**config.mk**
```make
export PLATFORM = sky130hd
export DESIGN_NAME = i2c_write_master_arb_flat
export DESIGN_NICKNAME = d
export VERILOG_FILES = /design/src/rtl/i2c_write_master_arb_pkg.sv /design/src/rtl/i2c_write_master_arb_if.sv /design/src/rtl/i2c_write_master_arb_rr_arbiter.sv /design/src/rtl/i2c_write_master_arb.sv /design/src/flat_wrapper.sv
export SDC_FILE = /design/constraint.sdc
export NUM_CORES = 1
export LEC_CHECK = 0
export CORE_AREA = 2 2 76 78
export DETAILED_ROUTE_END_ITERATION = 10
export DIE_AREA = 0 0 78 80
export HOLD_SLACK_MARGIN = 0.08
export PLACE_DENSITY = 0.7
export REMOVE_ABC_BUFFERS = 1
export SYNTH_ARGS = -nofsm -noshare
export SYNTH_HDL_FRONTEND = slang
export SYNTH_SLANG_ARGS = --single-unit
```
**constraint.sdc**
```tcl
create_clock -name clk -period 2.5 [get_ports clk]
set_clock_uncertainty 0.15 [all_clocks]
set_input_delay 0.5 -clock clk [delete_from_list [all_inputs] [get_ports clk]]
set_output_delay 0.5 -clock clk [all_outputs]
set_load 0.03 [all_outputs]
```
**src/rtl/i2c_write_master_arb_pkg.sv**
```systemverilog
// i2c_pkg: shared types and constants for the I2C write master.
//   state_t    FSM states (IDLE, ARB, START, ADDR, AACK, DATA, DACK, STOP)
//   I2C_WR     R/W bit value for a write
//   I2C_ACK    SDA level a slave drives to acknowledge
//   idx_width  bits needed to index n requesters (at least 1)
package i2c_pkg;

    typedef enum logic [2:0] {
        S_IDLE  = 3'd0,
        S_ARB   = 3'd1,
        S_START = 3'd2,
        S_ADDR  = 3'd3,
        S_AACK  = 3'd4,
        S_DATA  = 3'd5,
        S_DACK  = 3'd6,
        S_STOP  = 3'd7
    } state_t;

    localparam logic I2C_WR  = 1'b0;
    localparam logic I2C_ACK = 1'b0;

    function automatic int idx_width(input int n);
        return (n > 1) ? $clog2(n) : 1;
    endfunction

endpackage

```
**src/rtl/i2c_write_master_arb_if.sv**
```systemverilog
// i2c_write_master_arb_if: requester side and I2C pins of the write master.
//   req/req_addr/req_data  per-requester request level, 7-bit address, data byte
//   grant/busy/done/nack   owner one-hot, activity, end pulse, ack result
//   scl/sda_oe/sda_i       push-pull SCL, SDA pull-low enable, sampled SDA
//
// Handshake: a requester raises req[i] with req_addr/req_data stable and keeps
// them stable until grant[i] rises; the engine latches them at that moment and
// ignores later changes. grant[i] stays high until the cycle done pulses, where
// nack reports the result. A requester that still holds req after done is
// served again at the next arbitration.
interface i2c_write_master_arb_if #(
    parameter int NUM_REQ = 2
);
    logic [NUM_REQ-1:0]   req;
    logic [7*NUM_REQ-1:0] req_addr;
    logic [8*NUM_REQ-1:0] req_data;
    logic [NUM_REQ-1:0]   grant;
    logic                 busy;
    logic                 done;
    logic                 nack;
    logic                 scl;
    logic                 sda_oe;
    logic                 sda_i;

    modport master (
        input  req, req_addr, req_data, sda_i,
        output grant, busy, done, nack, scl, sda_oe
    );

    modport slave (
        output req, req_addr, req_data, sda_i,
        input  grant, busy, done, nack, scl, sda_oe
    );
endinterface

```
**src/rtl/i2c_write_master_arb_rr_arbiter.sv**
```systemverilog
// i2c_rr_arbiter: combinational round-robin pick.
//   req           request levels
//   last_grant    index served most recently
//   grant_onehot  first requester after last_grant (wrapping), zero if none
//   grant_idx     index of that requester (last_grant if none)
module i2c_rr_arbiter
    import i2c_pkg::*;
#(
    parameter int NUM_REQ = 2,
    parameter int IDX_W   = idx_width(NUM_REQ)
) (
    input  logic [NUM_REQ-1:0] req,
    input  logic [IDX_W-1:0]   last_grant,
    output logic [NUM_REQ-1:0] grant_onehot,
    output logic [IDX_W-1:0]   grant_idx
);
    logic [IDX_W-1:0] cand;

    // Walk candidates from farthest to nearest so the nearest one after
    // last_grant overwrites the others.
    always_comb begin
        grant_onehot = '0;
        grant_idx    = last_grant;
        cand         = '0;
        for (int k = NUM_REQ; k >= 1; k--) begin
            cand = IDX_W'((int'(last_grant) + k) % NUM_REQ);
            if (req[cand]) begin
                grant_onehot       = '0;
                grant_onehot[cand] = 1'b1;
                grant_idx          = cand;
            end
        end
    end
endmodule

```
**src/rtl/i2c_write_master_arb.sv**
```systemverilog
// i2c_write_master_arb: single-master I2C write engine shared by NUM_REQ
// requesters. Each transaction: START, {addr,W}, ACK, data byte, ACK, STOP;
// an address NACK skips the data byte.
//   clk, rst      clock, asynchronous active-high reset
//   bus           i2c_write_master_arb_if.master (requests, grant, status, pins)
//   dbg_state_o   current FSM state
module i2c_write_master_arb
    import i2c_pkg::*;
#(
    parameter int NUM_REQ = 2,
    parameter int CLK_DIV = 250
) (
    input  logic                   clk,
    input  logic                   rst,
    i2c_write_master_arb_if.master bus,
    output state_t                 dbg_state_o
);
    localparam int IDX_W = idx_width(NUM_REQ);
    localparam int CNT_W = $clog2(CLK_DIV);
    localparam logic [CNT_W-1:0] CNT_LAST = CNT_W'(CLK_DIV - 1);

    state_t             state_q, state_d;
    logic [CNT_W-1:0]   cnt_q, cnt_d;
    logic [1:0]         qtr_q, qtr_d;
    logic [2:0]         bit_q, bit_d;
    logic [7:0]         shift_q, shift_d;
    logic [7:0]         data_q, data_d;
    logic               nack_r_q, nack_r_d;
    logic [IDX_W-1:0]   last_q, last_d;
    logic [NUM_REQ-1:0] grant_q, grant_d;
    logic               scl_q, scl_d, sda_oe_q, sda_oe_d;
    logic               busy_q, busy_d, done_q, done_d, nack_q, nack_d;
    logic               tick, slot_end;
    logic [NUM_REQ-1:0] arb_onehot;
    logic [IDX_W-1:0]   arb_idx;

    i2c_rr_arbiter #(.NUM_REQ(NUM_REQ), .IDX_W(IDX_W)) u_arb (
        .req          (bus.req),
        .last_grant   (last_q),
        .grant_onehot (arb_onehot),
        .grant_idx    (arb_idx)
    );

    // Quarter tick; the counter is parked at 0 in IDLE/ARB so it never fires there.
    assign tick     = (cnt_q == CNT_LAST);
    assign slot_end = tick && (qtr_q == 2'd3);

    // State register.
    always_ff @(posedge clk or posedge rst) begin
        if (rst) begin
            state_q  <= S_IDLE;
            cnt_q    <= '0;
            qtr_q    <= '0;
            bit_q    <= '0;
            shift_q  <= '0;
            data_q   <= '0;
            nack_r_q <= 1'b0;
            last_q   <= IDX_W'(NUM_REQ - 1);
            grant_q  <= '0;
        end else begin
            state_q  <= state_d;
            cnt_q    <= cnt_d;
            qtr_q    <= qtr_d;
            bit_q    <= bit_d;
            shift_q  <= shift_d;
            data_q   <= data_d;
            nack_r_q <= nack_r_d;
            last_q   <= last_d;
            grant_q  <= grant_d;
        end
    end

    // Next-state logic.
    always_comb begin
        state_d  = state_q;
        cnt_d    = cnt_q;
        qtr_d    = qtr_q;
        bit_d    = bit_q;
        shift_d  = shift_q;
        data_d   = data_q;
        nack_r_d = nack_r_q;
        last_d   = last_q;
        grant_d  = grant_q;

        if (state_q == S_IDLE || state_q == S_ARB) begin
            cnt_d = '0;
            qtr_d = '0;
            bit_d = '0;
        end else if (tick) begin
            cnt_d = '0;
            qtr_d = qtr_q + 2'd1;
        end else begin
            cnt_d = cnt_q + CNT_W'(1);
        end

        case (state_q)
            S_IDLE: if (|bus.req) state_d = S_ARB;
            S_ARB: begin
                if (|bus.req) begin
                    state_d  = S_START;
                    last_d   = arb_idx;
                    grant_d  = arb_onehot;
                    shift_d  = {bus.req_addr[int'(arb_idx)*7 +: 7], I2C_WR};
                    data_d   = bus.req_data[int'(arb_idx)*8 +: 8];
                    nack_r_d = 1'b0;
                end else begin
                    state_d = S_IDLE;
                end
            end
            S_START: if (slot_end) state_d = S_ADDR;
            S_ADDR, S_DATA: begin
                if (slot_end) begin
                    shift_d = {shift_q[6:0], 1'b0};
                    bit_d   = bit_q + 3'd1;
                    if (bit_q == 3'd7) state_d = (state_q == S_ADDR) ? S_AACK : S_DACK;
                end
            end
            S_AACK, S_DACK: begin
                // Sample on the edge that raises SCL (entry into q2).
                if (tick && qtr_q == 2'd1 && bus.sda_i != I2C_ACK) nack_r_d = 1'b1;
                if (slot_end) begin
                    if (state_q == S_AACK && !nack_r_q) begin
                        state_d = S_DATA;
                        shift_d = data_q;
                    end else begin
                        state_d = S_STOP;
                    end
                end
            end
            S_STOP: begin
                if (slot_end) begin
                    state_d = S_IDLE;
                    grant_d = '0;
                end
            end
            default: state_d = S_IDLE;
        endcase
    end

    // Output logic: pin levels are derived from the upcoming state so that
    // scl/sda_oe are plain flops aligned with the state they belong to.
    always_comb begin
        scl_d    = 1'b1;
        sda_oe_d = 1'b0;
        case (state_d)
            S_START: begin
                scl_d    = (qtr_d != 2'd3);
                sda_oe_d = qtr_d[1];
            end
            S_ADDR, S_DATA: begin
                scl_d    = qtr_d[1];
                sda_oe_d = ~shift_d[7];
            end
            S_AACK, S_DACK: scl_d = qtr_d[1];
            S_STOP: begin
                scl_d    = (qtr_d != 2'd0);
                sda_oe_d = ~qtr_d[1];
            end
            default: ;
        endcase
        busy_d = (state_d != S_IDLE);
        done_d = (state_q == S_STOP) && slot_end;
        nack_d = nack_q;
        if (state_q == S_ARB) nack_d = 1'b0;
        if (done_d) nack_d = nack_r_q;
    end

    // Output registers.
    always_ff @(posedge clk or posedge rst) begin
        if (rst) begin
            scl_q    <= 1'b1;
            sda_oe_q <= 1'b0;
            busy_q   <= 1'b0;
            done_q   <= 1'b0;
            nack_q   <= 1'b0;
        end else begin
            scl_q    <= scl_d;
            sda_oe_q <= sda_oe_d;
            busy_q   <= busy_d;
            done_q   <= done_d;
            nack_q   <= nack_d;
        end
    end

    assign bus.grant   = grant_q;
    assign bus.busy    = busy_q;
    assign bus.done    = done_q;
    assign bus.nack    = nack_q;
    assign bus.scl     = scl_q;
    assign bus.sda_oe  = sda_oe_q;
    assign dbg_state_o = state_q;
endmodule

```
**src/flat_wrapper.sv**
```systemverilog
// flat-port wrapper written by rule: the top's interface ports become plain ports
module i2c_write_master_arb_flat import i2c_pkg::*;
#(
    parameter int NUM_REQ = 2,
    parameter int CLK_DIV = 250
)
  (clk, rst, dbg_state_o, bus_req, bus_req_addr, bus_req_data, bus_sda_i, bus_grant, bus_busy, bus_done, bus_nack, bus_scl, bus_sda_oe);
  i2c_write_master_arb_if #(.NUM_REQ(NUM_REQ)) bus_i ();
  input  logic clk;
  input  logic rst;
  output state_t dbg_state_o;
  input wire logic [$bits(bus_i.req)-1:0] bus_req;
  input wire logic [$bits(bus_i.req_addr)-1:0] bus_req_addr;
  input wire logic [$bits(bus_i.req_data)-1:0] bus_req_data;
  input wire logic [$bits(bus_i.sda_i)-1:0] bus_sda_i;
  output wire logic [$bits(bus_i.grant)-1:0] bus_grant;
  output wire logic [$bits(bus_i.busy)-1:0] bus_busy;
  output wire logic [$bits(bus_i.done)-1:0] bus_done;
  output wire logic [$bits(bus_i.nack)-1:0] bus_nack;
  output wire logic [$bits(bus_i.scl)-1:0] bus_scl;
  output wire logic [$bits(bus_i.sda_oe)-1:0] bus_sda_oe;
  assign bus_i.req = bus_req;
  assign bus_i.req_addr = bus_req_addr;
  assign bus_i.req_data = bus_req_data;
  assign bus_i.sda_i = bus_sda_i;
  assign bus_grant = bus_i.grant;
  assign bus_busy = bus_i.busy;
  assign bus_done = bus_i.done;
  assign bus_nack = bus_i.nack;
  assign bus_scl = bus_i.scl;
  assign bus_sda_oe = bus_i.sda_oe;
  i2c_write_master_arb #(.NUM_REQ(NUM_REQ), .CLK_DIV(CLK_DIV)) u_core (.clk(clk), .rst(rst), .bus(bus_i), .dbg_state_o(dbg_state_o));
endmodule
```
==> impl_metrics.tcl <==
set metrics [dict create \
    avgSynthCellArea_um2 9.57 \
    finalHoldViolCount 0 \
    path_cells "clkdlybuf4s50_1" \
    final_common_cell "clkdlybuf4s50_1" \
    clock_latency_ns 0.29 \
    antenna_found_initial 0 \
    nNetsFinal 343 \
    setup_ws_ns 0.0735 \
    fmax_mhz 412 \
    ys_warn_count 0 \
    path_buf_inv 1 \
    outcome "finished, final reports clean" \
    crit_arrival_ns 1.78 \
    rows 27 \
    antenna_cells 0 \
    hold_path_class "reg -> reg" \
    grt_max_degree 42 \
    cts_buffer_depth 2 \
    cts.sinks 41 \
    crit_required_ns 1.85 \
    hpwlAfterDp_mm 4.06 \
    ctsHoldBuffers 0 \
    setup_viol 0 \
    fin_total_pwr_mw 1.71 \
    synth-seq-area-share_pct 43.0 \
    syn_to_final_growth_pct 27.5 \
    path_class "reg -> out" \
    place.gp.congestion 0.851 \
    stdcell_count 375 \
    drive_above_1_share_pct 13.2 \
    tritoncts "yes" \
    maxCapViolCount 0 \
    drv_slew 0 \
    netlist-cell-type-count 54 \
    start_util_pct 44.3 \
    grt_setup_unrepaired "false" \
    finalInstanceArea_mm2 0.00305 \
    synthFlopType "dfrtp_1" \
    synth_edf_count 0 \
    drc 0 \
    ir_drop_v 0.000392 \
    drt_iter0_drc 237 \
    fin_util_pct 56.5 \
    htreeDepth 2 \
    pin_count 45 \
    totalWireLength_mm 5.36 \
    dp.cells 367 \
    crit_family "buffers and inverters" \
    die_area_mm2 0.00624 \
    min_period_over_period_pct 97.1 \
    max_stage_delay_ns 0.78 \
    startpoint_type "flip-flop" \
    cts_resized 0 \
    critPathCaptureType "output pin" \
    fillCellCount 497 \
    synth_seq_cells 41 \
    slowest_stage "clkdlybuf4s50_1" \
    period_needed_ns 2.43 \
    post_cts.repair.setup_buffers 0 \
    root_buffer "clkbuf_8" \
    postRouteAntennaNets 0 \
    via_count 2042 \
    fin_tns_setup_ns 0 \
    numCtsBuffers 5 \
    syn_area_mm2 0.00239 \
    die_y_um 80 \
    grt_first_pass_wirelength_mm 8.97 \
    worstMarginPinSlew_ns 0.567 \
    async_reset_ff_share_pct 100 \
    portBuffers 44 \
    mostFrequentLayoutCells "44 x clkdlybuf4s50_1, 39 x dfrtp_1, 27 x nand2_1" \
    vias_per_cell 5.45 \
    routedWlPerCell_um 14.3 \
    power_density_mw_per_mm2 560 \
    whs_ns 0.348 \
    place_ws_ns 0.0399 \
    track_usage_pct 18.1 \
    die_w_um 78 \
    grt_pass1_vias 1897 \
    coreArea_mm2 0.00541 \
    p_leak_nw 1.36 \
    drtPass1Iterations 4 \
    critPathMaxFanout 16 \
    overflow 0 \
    syn_inst 250 \
    placed_area_mm2 0.00296 \
    relSlewSlack_pct 62.2 \
    clk_pin_slew_ns 0.08 \
]
==> layer usage <==
metal | share of wire [%] | global-route usage (%)
met5 | 0 | 0
met4 | 1.2 | 5.79
met2 | 47 | 28.4
met1 | 48 | 25.4
met3 | 4.3 | 3.17
==> worst paths after layout <==
kind	start	cells after the start	to	slack, ns
setup / recovery	u_core.dbg_state_o[1]	1	dbg_state_o[1]	0.07
hold / removal	u_core.data_q[0]	2	u_core.data_q[0]	0.35
setup reg to reg	u_core.cnt_q[1]	7	u_core.bus.sda_oe	0.24
hold reg to reg	u_core.data_q[0]	2	u_core.data_q[0]	0.35
max in group asynchronous	rst	3	u_core.bus.scl	1.34
min in group asynchronous	rst	3	u_core.cnt_q[1]	0.48
==> cell usage after synthesis, drive strengths merged, types with 2 or more instances <==
master	count	share of area [%]
mux2	7	3.3
nand3	18	3.8
o21ai	25	5.2
and3	5	1.3
buf	5	1.4
xnor2	3	1.1
nor2b	2	0.52
a32o	3	1.3
nand2b	4	1.0
nand4b	2	0.99
nor3	4	1.0
xor2	5	1.8
clkbuf	6	0.94
nand4	2	0.78
a31oi	2	0.52
mux2i	10	4.2
ha	6	3.1
inv	10	1.6
dfrtp	39	41
or2	2	0.52
a22o	2	0.73
a221o	7	2.9
nand2	27	4.2
nor2	19	3.6
a21oi	10	2.2
and2	2	0.52
o22ai	3	0.78
dfstp	2	2.2
==> power by group <==
part | total [mW] | internal, mW | switching (mW)
Clock | 0.456 | 0.224 | 0.231
Combinational | 0.378 | 0.201 | 0.177
Sequential | 0.875 | 0.760 | 0.115
Total | 1.71 | 1.19 | 0.524
==> cell type report <==
class                      instances  area (um^2)  share of cell area (%)
timing repair buffer              56          531                    17.4
clock inverter                     1         7.51                   0.246
tap                               72         90.1                    2.95
sequential                        41         1030                    33.7
inverter                          10         37.5                    1.23
multi-input combinational        188         1270                    41.7
clock buffer                       7         86.3                    2.83
==> sequential cells by signal, summed over array words and instances, names as in the netlist <==
register	count
u_core.bus.done	1
u_core.data_q	8
u_core.dbg_state_o	3
u_core.nack_r_q	1
u_core.shift_q	8
u_core.bus.grant	2
u_core.bus.nack	1
u_core.cnt_q	8
u_core.bus.scl	1
u_core.bus.sda_oe	1
u_core.qtr_q	2
u_core.bus.busy	1
u_core.last_q	1
u_core.bit_q	3
==> worst reg2reg max path: cells and delay by family, from the launching register on <==
kind	cells	cell delay [ns]
fa+ha+maj	1	0.17
compound gates	3	0.58
buf+inv	1	0.07
flops	1	0.42
simple gates	2	0.79
==> cell families after synthesis <==
| group | count (synthesis) | synth area share, % |
|---|---|---|
| muxes | 17 | 7.48 |
| buffers and inverters | 21 | 3.87 |
| and+or+nand+nor | 93 | 20.7 |
| adders and majority gates | 6 | 3.14 |
| xor gates and xnor gates | 8 | 2.93 |
| AOI/OAI and AO/OA | 64 | 18.9 |
| DFF | 41 | 43.0 |
No activity file was read; power rests on OpenSTA's default activity.
